### src/rtl/spi_master_burst.sv
`default_nettype none
// ============================================================================
// Module   : spi_master_burst
// Purpose  : Burst-capable SPI master with runtime CPOL/CPHA, bit order and
//            word length, one-hot chip selects and a valid/ready TX stream.
// Revision : 1.0 - initial release
// ============================================================================
module spi_master_burst #(
    parameter int DATA_WIDTH        = 16,
    parameter int NUM_CS            = 4,
    parameter int CLK_DIVIDER_WIDTH = 8,
    parameter int BURST_WIDTH       = 8,
    localparam int WL_W             = (DATA_WIDTH > 1) ? $clog2(DATA_WIDTH) : 1,
    localparam int CS_W             = (NUM_CS > 1) ? $clog2(NUM_CS) : 1
) (
    input  logic                         clk,
    input  logic                         reset,
    input  logic                         start,
    input  logic                         cpol,
    input  logic                         cpha,
    input  logic                         lsb_first,
    input  logic [CLK_DIVIDER_WIDTH-1:0] clk_div,
    input  logic [WL_W-1:0]              word_len,
    input  logic [BURST_WIDTH-1:0]       burst_len,
    input  logic [CS_W-1:0]              cs_sel,
    input  logic [DATA_WIDTH-1:0]        tx_data,
    input  logic                         tx_valid,
    output logic                         tx_ready,
    output logic [DATA_WIDTH-1:0]        rx_data,
    output logic                         rx_valid,
    output logic                         busy,
    output logic                         done,
    output logic                         sclk,
    output logic                         mosi,
    input  logic                         miso,
    output logic [NUM_CS-1:0]            csb
);

    localparam int EC_W = WL_W + 1;

    typedef enum logic [2:0] {
        IDLE  = 3'd0,
        LOAD  = 3'd1,
        LEAD  = 3'd2,
        SHIFT = 3'd3,
        TRAIL = 3'd4
    } state_t;

    state_t                       state_q, state_d;
    logic                         cpol_q, cpol_d;
    logic                         cpha_q, cpha_d;
    logic                         lsb_q, lsb_d;
    logic [CLK_DIVIDER_WIDTH-1:0] div_q, div_d;
    logic [WL_W-1:0]              wlen_q, wlen_d;
    logic [BURST_WIDTH-1:0]       burst_q, burst_d;
    logic [CS_W-1:0]              cs_q, cs_d;
    logic                         first_q, first_d;
    logic [CLK_DIVIDER_WIDTH-1:0] cnt_q, cnt_d;
    logic [EC_W-1:0]              edge_cnt_q, edge_cnt_d;
    logic [DATA_WIDTH-1:0]        tx_word_q, tx_word_d;
    logic [DATA_WIDTH-1:0]        rx_sh_q, rx_sh_d;
    logic [DATA_WIDTH-1:0]        rx_data_q, rx_data_d;
    logic                         rx_valid_q, rx_valid_d;
    logic                         sclk_q, sclk_d;
    logic                         mosi_q, mosi_d;
    logic [NUM_CS-1:0]            csb_q, csb_d;
    logic                         busy_q, busy_d;
    logic                         done_q, done_d;

    // Edge bookkeeping: edge_cnt_q counts SCLK edges already issued in this
    // word, so the edge about to happen is number edge_cnt_q+1 and belongs to
    // bit edge_cnt_q/2. Even count means the next edge is a leading edge.
    logic [WL_W-1:0]       w_bit_k;
    logic                  w_lead_edge;
    logic                  w_last_edge;
    logic                  w_capture;
    logic                  w_drive;
    logic [WL_W-1:0]       w_drive_k;
    logic [WL_W-1:0]       w_cap_idx;
    logic [WL_W-1:0]       w_drv_idx;
    logic [WL_W-1:0]       w_wlen_in;
    logic                  w_half_done;
    logic [NUM_CS-1:0]     w_csb_sel;
    logic [DATA_WIDTH-1:0] w_rx_upd;

    assign w_bit_k     = edge_cnt_q[EC_W-1:1];
    assign w_lead_edge = ~edge_cnt_q[0];
    assign w_last_edge = (edge_cnt_q == {wlen_q, 1'b1});
    assign w_capture   = cpha_q ? ~w_lead_edge : w_lead_edge;
    // With cpha=0 the trailing edge of the final bit has no next bit to drive.
    assign w_drive     = (cpha_q ? w_lead_edge : ~w_lead_edge) & ~w_last_edge;
    assign w_drive_k   = cpha_q ? w_bit_k : w_bit_k + 1'b1;
    assign w_cap_idx   = lsb_q ? w_bit_k : wlen_q - w_bit_k;
    assign w_drv_idx   = lsb_q ? w_drive_k : wlen_q - w_drive_k;
    assign w_half_done = (cnt_q == div_q);
    assign w_wlen_in   = (int'(word_len) > DATA_WIDTH - 1) ? WL_W'(DATA_WIDTH - 1) : word_len;

    // Active-low one-hot select; an out-of-range index selects nobody.
    always_comb begin
        w_csb_sel = '1;
        for (int i = 0; i < NUM_CS; i++) begin
            if (cs_q == CS_W'(i)) begin
                w_csb_sel[i] = 1'b0;
            end
        end
    end

    // Receive word with this edge's miso sample merged in, when it is a capture edge.
    always_comb begin
        w_rx_upd = rx_sh_q;
        if (w_capture) begin
            w_rx_upd[w_cap_idx] = miso;
        end
    end

    // Next-state and output decode for the transfer sequencer.
    always_comb begin
        state_d    = state_q;
        cpol_d     = cpol_q;
        cpha_d     = cpha_q;
        lsb_d      = lsb_q;
        div_d      = div_q;
        wlen_d     = wlen_q;
        burst_d    = burst_q;
        cs_d       = cs_q;
        first_d    = first_q;
        cnt_d      = cnt_q;
        edge_cnt_d = edge_cnt_q;
        tx_word_d  = tx_word_q;
        rx_sh_d    = rx_sh_q;
        rx_data_d  = rx_data_q;
        rx_valid_d = 1'b0;
        sclk_d     = sclk_q;
        mosi_d     = mosi_q;
        csb_d      = csb_q;
        busy_d     = busy_q;
        done_d     = 1'b0;

        case (state_q)
            IDLE: begin
                sclk_d = cpol;
                mosi_d = 1'b0;
                csb_d  = '1;
                busy_d = 1'b0;
                if (start) begin
                    cpol_d  = cpol;
                    cpha_d  = cpha;
                    lsb_d   = lsb_first;
                    div_d   = clk_div;
                    wlen_d  = w_wlen_in;
                    burst_d = burst_len;
                    cs_d    = cs_sel;
                    first_d = 1'b1;
                    busy_d  = 1'b1;
                    state_d = LOAD;
                end
            end
            LOAD: begin
                sclk_d = cpol_q;
                if (tx_valid) begin
                    tx_word_d  = tx_data;
                    rx_sh_d    = '0;
                    cnt_d      = '0;
                    edge_cnt_d = '0;
                    mosi_d     = lsb_q ? tx_data[0] : tx_data[wlen_q];
                    if (first_q) begin
                        csb_d   = w_csb_sel;
                        first_d = 1'b0;
                        state_d = LEAD;
                    end else begin
                        state_d = SHIFT;
                    end
                end
            end
            LEAD: begin
                sclk_d = cpol_q;
                if (w_half_done) begin
                    cnt_d   = '0;
                    state_d = SHIFT;
                end else begin
                    cnt_d = cnt_q + 1'b1;
                end
            end
            SHIFT: begin
                if (w_half_done) begin
                    cnt_d      = '0;
                    sclk_d     = ~sclk_q;
                    edge_cnt_d = edge_cnt_q + 1'b1;
                    rx_sh_d    = w_rx_upd;
                    if (w_drive) begin
                        mosi_d = tx_word_q[w_drv_idx];
                    end
                    if (w_last_edge) begin
                        rx_data_d  = w_rx_upd;
                        rx_valid_d = 1'b1;
                        if (burst_q != '0) begin
                            burst_d = burst_q - 1'b1;
                            state_d = LOAD;
                        end else begin
                            state_d = TRAIL;
                        end
                    end
                end else begin
                    cnt_d = cnt_q + 1'b1;
                end
            end
            TRAIL: begin
                sclk_d = cpol_q;
                if (w_half_done) begin
                    cnt_d   = '0;
                    csb_d   = '1;
                    done_d  = 1'b1;
                    busy_d  = 1'b0;
                    state_d = IDLE;
                end else begin
                    cnt_d = cnt_q + 1'b1;
                end
            end
            default: begin
                state_d = IDLE;
            end
        endcase
    end

    // State and datapath registers with synchronous reset.
    always_ff @(posedge clk) begin
        if (reset) begin
            state_q    <= IDLE;
            cpol_q     <= 1'b0;
            cpha_q     <= 1'b0;
            lsb_q      <= 1'b0;
            div_q      <= '0;
            wlen_q     <= '0;
            burst_q    <= '0;
            cs_q       <= '0;
            first_q    <= 1'b0;
            cnt_q      <= '0;
            edge_cnt_q <= '0;
            tx_word_q  <= '0;
            rx_sh_q    <= '0;
            rx_data_q  <= '0;
            rx_valid_q <= 1'b0;
            sclk_q     <= 1'b0;
            mosi_q     <= 1'b0;
            csb_q      <= '1;
            busy_q     <= 1'b0;
            done_q     <= 1'b0;
        end else begin
            state_q    <= state_d;
            cpol_q     <= cpol_d;
            cpha_q     <= cpha_d;
            lsb_q      <= lsb_d;
            div_q      <= div_d;
            wlen_q     <= wlen_d;
            burst_q    <= burst_d;
            cs_q       <= cs_d;
            first_q    <= first_d;
            cnt_q      <= cnt_d;
            edge_cnt_q <= edge_cnt_d;
            tx_word_q  <= tx_word_d;
            rx_sh_q    <= rx_sh_d;
            rx_data_q  <= rx_data_d;
            rx_valid_q <= rx_valid_d;
            sclk_q     <= sclk_d;
            mosi_q     <= mosi_d;
            csb_q      <= csb_d;
            busy_q     <= busy_d;
            done_q     <= done_d;
        end
    end

    assign tx_ready = (state_q == LOAD);
    assign rx_data  = rx_data_q;
    assign rx_valid = rx_valid_q;
    assign busy     = busy_q;
    assign done     = done_q;
    assign sclk     = sclk_q;
    assign mosi     = mosi_q;
    assign csb      = csb_q;

endmodule
`default_nettype wire

### config.mk
export PLATFORM = sky130hd
export DESIGN_NAME = spi_master_burst
export DESIGN_NICKNAME = d
export VERILOG_FILES = /design/src/rtl/spi_master_burst.sv
export SDC_FILE = /design/constraint.sdc
export NUM_CORES = 1
export LEC_CHECK = 0
export CORE_MARGIN = 2
export CORE_UTILIZATION = 62
export CTS_BUF_LIST = sky130_fd_sc_hd__clkbuf_8
export CTS_CLUSTER_SIZE = 8
export DETAILED_ROUTE_END_ITERATION = 7
export GPL_ROUTABILITY_DRIVEN = 0
export PLACE_DENSITY = 0.88
export SLEW_MARGIN = 20
export SYNTH_ARGS = -nofsm -noshare
export SYNTH_HDL_FRONTEND = slang
export SYNTH_SLANG_ARGS = --single-unit
export TNS_END_PERCENT = 10
### constraint.sdc
create_clock -name clk -period 6 [get_ports clk]
set_input_delay 1.2 -clock clk [delete_from_list [all_inputs] [get_ports clk]]
set_output_delay 1.2 -clock clk [all_outputs]
set_load 0.05 [all_outputs]
==> results.md <==
- Post-CTS Setup Inserts: 0
- CTS buffer count: 9
- Ys flop type: dfxtp_1
- Run status: complete, no violations
- Unrepaired setup endpoints after global routing: false
- Capture point of the critical path: tx_ready
- Total negative slack: 0 ps
- DRT Wirelength: roughly 13 mm
- Via density: roughly 6.4
- Largest fanout on the critical path: 14
- Post-Place Cell Area: between 6000 and 7000 sq um
- Area leader, netlist: dfxtp_1
- Number of global-route vias before repair: between 4,000 and 5,000
- CP bufs+invs: 1
- Core area: 8300 sq um
- CTS tree: yes
- Final instance area: about 6300 sq um
- Worst-margin pin slew: 1070 ps
- Clock transition at the registers of the reported paths: 100 ps
- Fin. max-slew vios: 0
- Largest net degree at the start of global routing: 60
- Min-Delay Path Class: reg2reg
- Clock sink total: between 90 and 100
- Commonest non-fill, non-tap cell in the layout: nand2_1
- Root Driver: clkbuf_8
- Mean Syn Cell Area: 8.00 sq um
- # fillers: between 600 and 700
- Maximum VDD drop: around 240 uV
- DR iter-0 viols: roughly 410
- Yosys warning total: 0
- Sequential-to-total area share from yosys stat: about 37%
- DRC: 0
- Layout Skew: about 16 ps
- Maximum root-to-sink buffer count: 2
- Fin crit share: between 60% and 70%
- I/O Buffers: between 70 and 80
- Hold path cells: 2
- Dpl hpwl: 9.34 mm
- Most frequent cells in the layout: 145 x nand2_1, 99 x dfxtp_1, 70 x clkdlybuf4s50_1, 54 x a21oi_1, 51 x o211ai_1
- Power Density: approximately 350 nW/um^2
- Setup crit start kind: flip-flop
- Post-synth EDFFs: 0
- Hold buffer count at CTS: 0
- Starting Density: between 60% and 70%
- Top delay family on crit path: buffers and inverters
- Ports: 72
- Reg2reg path depth: 6
- Place WS: approximately 2500 ps
- Congestion Overflow GR: 0
- R2R Setup Slk: about 2600 ps
- Initial antenna violation count: 0
- WL/cell: between 15 and 20 um
- Synth top area cells: dfxtp_1 37%, nand2_1 10%, o211ai_1 7.1%, a21oi_1 5.0%, nand3_1 3.3%
- Worst EP arrival: 2520 ps
- Worst setup margin: 2280 ps
- Leakage power: around 2.2 nW
- Endpoints failing setup: 0
- Overall die width: about 97 um
- Tmin final: between 3000 and 4000 ps
- Post-cts gate resize count: 0
- Worst setup EP type: primary output
- Cell Area, Synth: 5380 sq um
- Worst path cell trace: nand2b_1, nor2_1, clkdlybuf4s50_1
- CP Launch Point: state_q[0]
- Relative slew margins: between 20 and 30%
- Crit Reg-Reg Endpoint: rx_data[11]
- Post-route total power: 2.21 mW
- P&R area growth vs syn: 17.4%
- Finished Layout Cells: between 800 and 900
- CP required: between 4000 and 5000 ps
- Mapped Nets: around 730
- Flops & latches, synth: a little under 100
- Worst stage delay on the critical path: between 900 and 1000 ps
- Global-route wire length before repair: between 20 and 25 mm
- Critical path start-end classification: reg2out
- Die area: ~9400 sq um
- Maxcap violations: 0
- Ant diodes: 0
- Netlist cell types: 60
- Critical R2R Launch: state_q[0]
- DR vias: approximately 5,300
- Synth Instances: roughly 670
- Dpl cells: around 800
- Slowest CP cell: clkdlybuf4s50_1
- H-tree lvl count: 3
- First drt pass iteration count: 7
- Logic depth of the worst path, buffers included: 3
- Global-route usage over all layers: between 20% and 30%
- Final nets: roughly 800
- Ratio of cells with drive above 1 in the final layout: 6.87%
- Clk_lat worst skew: between 300 and 400 ps
- Final Hold Viols: 0
- Post-route ant nets: 0
- Post-synth ARST share: 0%
- Peak Freq: approximately 0.27 GHz
- Die H: a little under 100 um
- Row count: 33
- Post-synth top area share: a little under two fifths
tightest hold or removal path: cells and delay by family (launching register included):
kind | cells | cell delay, ps
flops | 1 | 320
compound gates | 1 | 50
simple gates | 1 | 50
worst min path at each step:
stage	start	endpoint	slack (ps)
final	tx_word_q[0]	tx_word_q[0]	460
after floorplan	tx_word_q[11]	tx_word_q[11]	430
after global placement	tx_word_q[0]	tx_word_q[0]	440
after global routing	tx_word_q[7]	tx_word_q[7]	490
after CTS	tx_word_q[0]	tx_word_q[0]	460
after detailed placement	tx_word_q[12]	tx_word_q[12]	450
power breakdown:
| part | switching (mW) | leakage [nW] | total, mW | internal, mW |
|---|---|---|---|---|
| clock network | 0.249 | 0.107 | 0.449 | 0.201 |
| logic | 0.588 | 1.25 | 0.922 | 0.334 |
| registers | 0.106 | 0.804 | 0.836 | 0.729 |
cells by family (layout without fill, tap and decap cells):
| kind of cell | after synthesis | count (layout) | synth area share [%] |
|---|---|---|---|
| buffers and inverters | 57 | 113 | 4.26 |
| DFF | 99 | 99 | 36.8 |
| adders and majority gates | 13 | 13 | 3.30 |
| and+or+nand+nor | 285 | 285 | 24.8 |
| muxes | 19 | 19 | 4.82 |
| AOI/OAI and AO/OA | 171 | 171 | 21.0 |
| xor gates and xnor gates | 28 | 28 | 4.98 |
layer usage:
layer	vias up	share of wire, %	global-route usage [%]
li1	2526	-	-
met1	2457	41	36.0
met2	285	49	48.5
met3	39	8.0	4.53
met4	0	2.4	9.53
met5	-	0	0
metrics by stage:
step,utilization [%],hold WS [ps]
after detailed placement,73.6,450
after global placement,73.6,445
after global routing,76.1,489
after floorplan,-,434
after CTS,76.0,465
final,76.1,464
sequential cells by signal, indices dropped and copies added (netlist names):
signal and count:
div_q 8, lsb_q 1, csb 4, cnt_q 8, wlen_q 4, edge_cnt_q 5
cpha_q 1, busy 1, cs_q 2, rx_valid 1, mosi 1, rx_sh_q 16
state_q 3, tx_word_q 16, cpol_q 1, done 1, rx_data 16, burst_q 8
first_q 1, sclk 1
area by class of cell:
type | instances | area, sq um | share of cell area, %
multi-input cells | 516 | 3180 | 50.3
flip-flops and latches | 99 | 1980 | 31.4
repair buffers | 75 | 736 | 11.6
well taps | 105 | 131 | 2.08
clock buffers | 9 | 124 | 1.96
inverters | 22 | 82.6 | 1.31
clock inverters | 7 | 81.3 | 1.29
cell usage after synthesis (all sizes together) (8+ instances only):
cell     number
a2111oi       8
a211oi        9
a21oi        54
buf           9
clkbuf       26
dfxtp        99
ha           11
inv          22
mux2i         9
nand2       146
nand3        36
nand4        11
nor2         36
nor3         14
nor4         10
o211ai       51
o21ai        19
xnor2        17
xor2         11
Note: power is estimated with default switching activity, not from simulation.
